### src/rtl/uart_tx_serializer_if.sv
// Parallel-side bundle of the UART transmitter: request, payload, frame options and line status.
// The transmitter takes the slave modport; the requester takes the master modport.
interface uart_tx_serializer_if #(
  parameter int DATA_WIDTH = 8
);
  logic [DATA_WIDTH-1:0] UartTx_P_DATA;
  logic                  UartTx_Data_Valid;
  logic                  UartTx_PAR_EN;
  logic                  UartTx_Par_Type;
  logic                  UartTx_TX_OUT;
  logic                  UartTx_Busy;

  modport master (
    output UartTx_P_DATA,
    output UartTx_Data_Valid,
    output UartTx_PAR_EN,
    output UartTx_Par_Type,
    input  UartTx_TX_OUT,
    input  UartTx_Busy
  );

  modport slave (
    input  UartTx_P_DATA,
    input  UartTx_Data_Valid,
    input  UartTx_PAR_EN,
    input  UartTx_Par_Type,
    output UartTx_TX_OUT,
    output UartTx_Busy
  );
endinterface

### src/rtl/uart_tx_serializer.sv
// UART frame serializer: start 0, data LSB first, optional parity, stop 1; one bit per clock.
// Parity support is compiled in only when UART_TX_PARITY_EN is defined.
module uart_tx_serializer #(
  parameter int DATA_WIDTH = 8
) (
  input  logic                  UartTx_CLK,
  input  logic                  UartTx_RST,
  uart_tx_serializer_if.slave   bus
);

  localparam int                CNT_W    = (DATA_WIDTH > 1) ? $clog2(DATA_WIDTH) : 1;
  localparam logic [CNT_W-1:0]  LAST_BIT = CNT_W'(DATA_WIDTH - 1);

`ifdef UART_TX_PARITY_EN
  typedef enum logic [2:0] {IDLE, START, DATA, PARITY, STOP} state_t;
`else
  typedef enum logic [2:0] {IDLE, START, DATA, STOP} state_t;
`endif

  state_t                state, state_n;
  logic [CNT_W-1:0]      cnt, cnt_n;
  logic [DATA_WIDTH-1:0] data_q, data_n;
  logic                  tx_q, tx_n;
  logic                  busy_q, busy_n;

`ifdef UART_TX_PARITY_EN
  logic par_en_q, par_en_n;
  logic par_type_q, par_type_n;
  logic par_bit;

  assign par_bit = (^data_q) ^ par_type_q;
`else
  logic unused_cfg;

  assign unused_cfg = bus.UartTx_PAR_EN ^ bus.UartTx_Par_Type;
`endif

  always_ff @(posedge UartTx_CLK or negedge UartTx_RST) begin
    if (!UartTx_RST) begin
      state      <= IDLE;
      cnt        <= '0;
      data_q     <= '0;
      tx_q       <= 1'b1;
      busy_q     <= 1'b0;
`ifdef UART_TX_PARITY_EN
      par_en_q   <= 1'b0;
      par_type_q <= 1'b0;
`endif
    end else begin
      state      <= state_n;
      cnt        <= cnt_n;
      data_q     <= data_n;
      tx_q       <= tx_n;
      busy_q     <= busy_n;
`ifdef UART_TX_PARITY_EN
      par_en_q   <= par_en_n;
      par_type_q <= par_type_n;
`endif
    end
  end

  // Line and busy are registered, so each branch computes the values for the state being entered.
  always_comb begin
    state_n    = state;
    cnt_n      = cnt;
    data_n     = data_q;
    tx_n       = tx_q;
    busy_n     = busy_q;
`ifdef UART_TX_PARITY_EN
    par_en_n   = par_en_q;
    par_type_n = par_type_q;
`endif
    case (state)
      IDLE: begin
        tx_n   = 1'b1;
        busy_n = 1'b0;
        if (bus.UartTx_Data_Valid) begin
          state_n    = START;
          data_n     = bus.UartTx_P_DATA;
          cnt_n      = '0;
          tx_n       = 1'b0;
          busy_n     = 1'b1;
`ifdef UART_TX_PARITY_EN
          par_en_n   = bus.UartTx_PAR_EN;
          par_type_n = bus.UartTx_Par_Type;
`endif
        end
      end
      START: begin
        state_n = DATA;
        tx_n    = data_q[0];
        busy_n  = 1'b1;
      end
      DATA: begin
        busy_n = 1'b1;
        if (cnt == LAST_BIT) begin
          cnt_n = '0;
`ifdef UART_TX_PARITY_EN
          if (par_en_q) begin
            state_n = PARITY;
            tx_n    = par_bit;
          end else begin
            state_n = STOP;
            tx_n    = 1'b1;
          end
`else
          state_n = STOP;
          tx_n    = 1'b1;
`endif
        end else begin
          cnt_n = cnt + CNT_W'(1);
          tx_n  = data_q[cnt_n];
        end
      end
`ifdef UART_TX_PARITY_EN
      PARITY: begin
        state_n = STOP;
        tx_n    = 1'b1;
        busy_n  = 1'b1;
      end
`endif
      STOP: begin
        // Always pass through IDLE so back-to-back requests get one idle-high cycle.
        state_n = IDLE;
        tx_n    = 1'b1;
        busy_n  = 1'b0;
      end
      default: begin
        state_n = IDLE;
        tx_n    = 1'b1;
        busy_n  = 1'b0;
      end
    endcase
  end

  assign bus.UartTx_TX_OUT = tx_q;
  assign bus.UartTx_Busy   = busy_q;

endmodule

### src/flat_wrapper.sv
// flat-port wrapper written by rule: the top's interface ports become plain ports
module uart_tx_serializer_flat 
#(
  parameter int DATA_WIDTH = 8
)
  (UartTx_CLK, UartTx_RST, bus_UartTx_P_DATA, bus_UartTx_Data_Valid, bus_UartTx_PAR_EN, bus_UartTx_Par_Type, bus_UartTx_TX_OUT, bus_UartTx_Busy);
  uart_tx_serializer_if #(.DATA_WIDTH(DATA_WIDTH)) bus_i ();
  input  logic UartTx_CLK;
  input  logic UartTx_RST;
  input wire logic [$bits(bus_i.UartTx_P_DATA)-1:0] bus_UartTx_P_DATA;
  input wire logic [$bits(bus_i.UartTx_Data_Valid)-1:0] bus_UartTx_Data_Valid;
  input wire logic [$bits(bus_i.UartTx_PAR_EN)-1:0] bus_UartTx_PAR_EN;
  input wire logic [$bits(bus_i.UartTx_Par_Type)-1:0] bus_UartTx_Par_Type;
  output wire logic [$bits(bus_i.UartTx_TX_OUT)-1:0] bus_UartTx_TX_OUT;
  output wire logic [$bits(bus_i.UartTx_Busy)-1:0] bus_UartTx_Busy;
  assign bus_i.UartTx_P_DATA = bus_UartTx_P_DATA;
  assign bus_i.UartTx_Data_Valid = bus_UartTx_Data_Valid;
  assign bus_i.UartTx_PAR_EN = bus_UartTx_PAR_EN;
  assign bus_i.UartTx_Par_Type = bus_UartTx_Par_Type;
  assign bus_UartTx_TX_OUT = bus_i.UartTx_TX_OUT;
  assign bus_UartTx_Busy = bus_i.UartTx_Busy;
  uart_tx_serializer #(.DATA_WIDTH(DATA_WIDTH)) u_core (.UartTx_CLK(UartTx_CLK), .UartTx_RST(UartTx_RST), .bus(bus_i));
endmodule
### config.mk
export PLATFORM = sky130hd
export DESIGN_NAME = uart_tx_serializer_flat
export DESIGN_NICKNAME = d
export VERILOG_FILES = /design/src/rtl/uart_tx_serializer_if.sv /design/src/rtl/uart_tx_serializer.sv /design/src/flat_wrapper.sv
export SDC_FILE = /design/constraint.sdc
export NUM_CORES = 1
export LEC_CHECK = 0
export CORE_MARGIN = 1
export CORE_UTILIZATION = 49
export DETAILED_ROUTE_END_ITERATION = 8
export PLACE_DENSITY = 0.81
export SYNTH_ARGS = -nofsm -noshare
export SYNTH_HDL_FRONTEND = slang
export SYNTH_SLANG_ARGS = --single-unit
### constraint.sdc
create_clock -name UartTx_CLK -period 1.85 [get_ports UartTx_CLK]
set_clock_uncertainty 0.15 [all_clocks]
set_input_delay 0.2775 -clock UartTx_CLK [delete_from_list [all_inputs] [get_ports UartTx_CLK]]
set_output_delay 0.2775 -clock UartTx_CLK [all_outputs]
set_load 0.1 [all_outputs]
==> run_results.csv <==
group,metric,value,unit
power_and_ir_drop,p_leak,0.438,nW
sta,fin_tns_setup,0,ns
grt,grt_pass1_vias,597,
worst_setup_path,timing.rr.start,"u_core.cnt[1]",
logic_synthesis,syn_nets,80,
floorplanning,dieWidth,41.9,um
detailed_routing,wl_per_cell,14.4,um
cts,worstSkewPairLatency,0.29,ns
final_layout,drive_above_1_share,31.3,%
worst_setup_path,critPathTopFamily,"flip-flops",
power_and_ir_drop,switching_share,40.4,%
floorplanning,dieArea,1750,sq um
hold_path,hp-class,"input port to asynchronous set/reset pin",
final_layout,nNetsFinal,100,
run,drv_cap,0,
final_layout,instances_no_fill,96,
logic_synthesis,synth_cell_types,26,
sta,tightestPinTransition,0.256,ns
worst_setup_path,cpPeakStageDelay,0.40,ns
logic_synthesis,seq_area_frac_synth,48.3,%
floorplanning,core-area,1490,sq um
detailed_routing,drt_iter0_markers,9,
sta,clock.fmax,563,MHz
worst_setup_path,start_kind,"register",
grt,grt_max_degree,16,
worst_setup_path,setup.worst_path.start,"u_core.cnt[1]",
logic_synthesis,synth_seq_cells,15,
cts,clockRootBuffer,"clkbuf_4",
floorplanning,die_h,41.9,um
logic_synthesis,synth_area,779,sq um
final_layout,final_util,66.8,%
power_and_ir_drop,p_per_area,1810,nW/um^2
place,hpwl,1030,um
grt,antenna_found_initial,0,
worst_setup_path,required,1.88,ns
logic_synthesis,ys_async_sr_fraction,100,%
detailed_routing,drc,0,
sta,slew-limit-headroom,82.7,%
floorplanning,ios,15,
cts,cts_buffers,3,
worst_setup_path,slowest_stage,"dfrtp_1",
worst_setup_path,endpoint_kind,"register",
worst_setup_path,crit_buf_inv,0,
final_layout,antenna_cells,0,
detailed_routing,drt_wl_total,1380,um
logic_synthesis,synth_edf_count,0,
cts,cts_tree,"yes",
logic_synthesis,synthCells,61,
cts,clk_transition_reported_paths,0.10,ns
floorplanning,rows,14,
detailed_routing,firstDrtPassIters,4,
cts,htreeDepth,1,
power_and_ir_drop,switching_power,0.726,mW
sta,finalSetupViolCount,0,
grt,grt-ovfl-total,0,
worst_setup_path,path_cells,"ha_1, ha_1, and2b_1, nor2_2, mux2_2",
worst_setup_path,crit_path_frequent_cell,"ha_1",
power_and_ir_drop,p_clk_share,10.8,%
power_and_ir_drop,intPower,1.07,mW
logic_synthesis,syn_avg_cell_area,12.8,sq um
floorplanning,floorplan.initialDensity,52.4,%
grt,grt_pass1_wl,2510,um
power_and_ir_drop,power,1.80,mW
power_and_ir_drop,comb_power_share,55.9,%
sta,hold_viol_final,0,
detailed_routing,viasPerCell,5.81,
detailed_routing,vias,558,
detailed_routing,route.antenna.remaining_nets,0,
status,outcome,"finished, final reports clean",
grt,grt_usage,19.1,%
cts,hold_buffers,0,
final_layout,area_growth,27.6,%
cts,cts.sinks,15,
worst_setup_path,arrival,1.81,ns
sta,period_needed,1.78,ns
place,gp_congestion,0.756,
cts,clock_path_buffers,2,
power_and_ir_drop,p_seq_share,33.3,%
logic_synthesis,synth_ff_type,"dfrtp_1",
sta,timing.final.crit_share,96.0,%
logic_synthesis,yosys_warnings,0,
sta,rsz0062_at_grt,"false",
power_and_ir_drop,ir_worst_vdd,1.02,mV
worst_setup_path,critical_path_class,"register to register",
place,io_buffer_count,12,
place,placedCellCount,92,
worst_setup_path,worst-path-max-fanout,4,
sta,drv_slew,0,
worst reg2reg max path: stages, from the launching register on:
cell and delay (ns):
dfrtp_1 0.40, ha_1 0.16, ha_1 0.22, and2b_1 0.25
nor2_2 0.14, mux2_2 0.34
cell families (layout without fill, tap and decap cells):
kind of cell | Yosys count | count (layout) | share of synthesized area, %
AND/OR/NAND/NOR | 10 | 10 | 7.55
adder cells (fa/ha/maj) | 6 | 6 | 9.63
buffers and inverters | 4 | 23 | 2.09
flip-flops | 15 | 15 | 48.3
AO/OA/AOI/OAI | 13 | 13 | 11.9
multiplexers | 13 | 13 | 20.5
power groups by stage:
stage	sequential, mW	clock (mW)	combinational (mW)
6_report	0.599	0.194	1.01
5_1_grt	0.626	0.214	1.10
4_1_cts	0.600	0.198	1.00
3_5_place_dp	0.608	0	0.998
3_3_place_gp	0.598	0	0.965
2_1_floorplan	0.747	0	0.565
synth_stat cells (2+ instances only):
cell type,n,share of area (%)
inv_1,3,1.4
nor2_1,3,1.4
o21ai_0,3,1.9
a32oi_1,2,2.2
ha_1,6,9.6
mux2_2,11,16
dfrtp_1,14,45
metal layers:
layer  vias up  track usage (%)  part of all wire (%)
li1        266                -                     -
met1       273             24.3                    47
met2        15             31.9                    47
met3         4             3.91                   3.5
met4         0             7.74                   3.0
met5         -                0                     0
final timing paths:
check / depth (start not counted) / endpoint / slack (ns)
setup / recovery: 5 / u_core.state[1] / 0.07
hold / removal: 2 / u_core.cnt[0] / 0.14
setup reg to reg: 5 / u_core.state[1] / 0.07
hold reg to reg: 1 / u_core.data_q[2] / 0.36
max in group asynchronous: 2 / u_core.bus.UartTx_TX_OUT / 1.17
min in group UartTx_CLK: 1 / u_core.data_q[2] / 0.36
repair_timing:
item / 4_1_cts / 5_1_grt
endpoints found under the setup margin: 0 / 1
gates resized for setup: 0 / 1
endpoints found under the hold margin: 0 / 0
setup buffers: 0 / 0
stage by stage:
step / hold slack (ns) / instance area, sq um / setup WS, ns
3_5_place_dp: 0.342 / 965 / 0.0645
5_1_grt: 0.158 / 995 / 0.00490
2_1_floorplan: -0.168 / 779 / 0.158
3_3_place_gp: 0.331 / 965 / 0.119
6_report: 0.138 / 995 / 0.0745
4_1_cts: 0.145 / 992 / 0.0409
final cells by class:
type / instances / area (sq um)
Sequential cell: 15 / 377
Fill cell: 121 / 494
Tap cell: 16 / 20.0
Clock buffer: 3 / 22.5
Multi-Input combinational cell: 42 / 389
Inverter: 3 / 11.3
Clock inverter: 1 / 5.00
Timing Repair Buffer: 16 / 170
placed cells by master, fill, tap and decap left out:
cell             synthesis  layout
o211ai_1                 1       1
and2b_1                  1       1
a211oi_1                 1       1
ha_1                     6       6
a221oi_1                 1       1
a21oi_1                  1       1
o21ai_0                  3       3
o22ai_1                  1       1
nor2b_1                  1       1
inv_1                    3       3
mux2_2                  11      11
nand3b_1                 1       1
mux2i_1                  1       1
a22oi_1                  1       1
o22a_1                   1       1
dfstp_2                  1       1
buf_12                   0       2
mux4_1                   1       1
nand2_2                  1       1
and2_1                   1       1
dfrtp_1                 14      14
o41ai_1                  1       1
clkdlybuf4s50_1          0      10
nor2_2                   0       1
and2b_4                  1       1
clkbuf_4                 0       3
nor2_1                   3       2
a32oi_1                  2       2
clkinv_2                 0       1
nand2_1                  1       1
buf_4                    0       4
flip-flops by register name, summed over array words and instances (netlist names):
register	cells
u_core.state	2
u_core.cnt	3
u_core.bus.UartTx_TX_OUT	1
u_core.bus.UartTx_Busy	1
u_core.data_q	8
(Power assumes the default switching activity.)
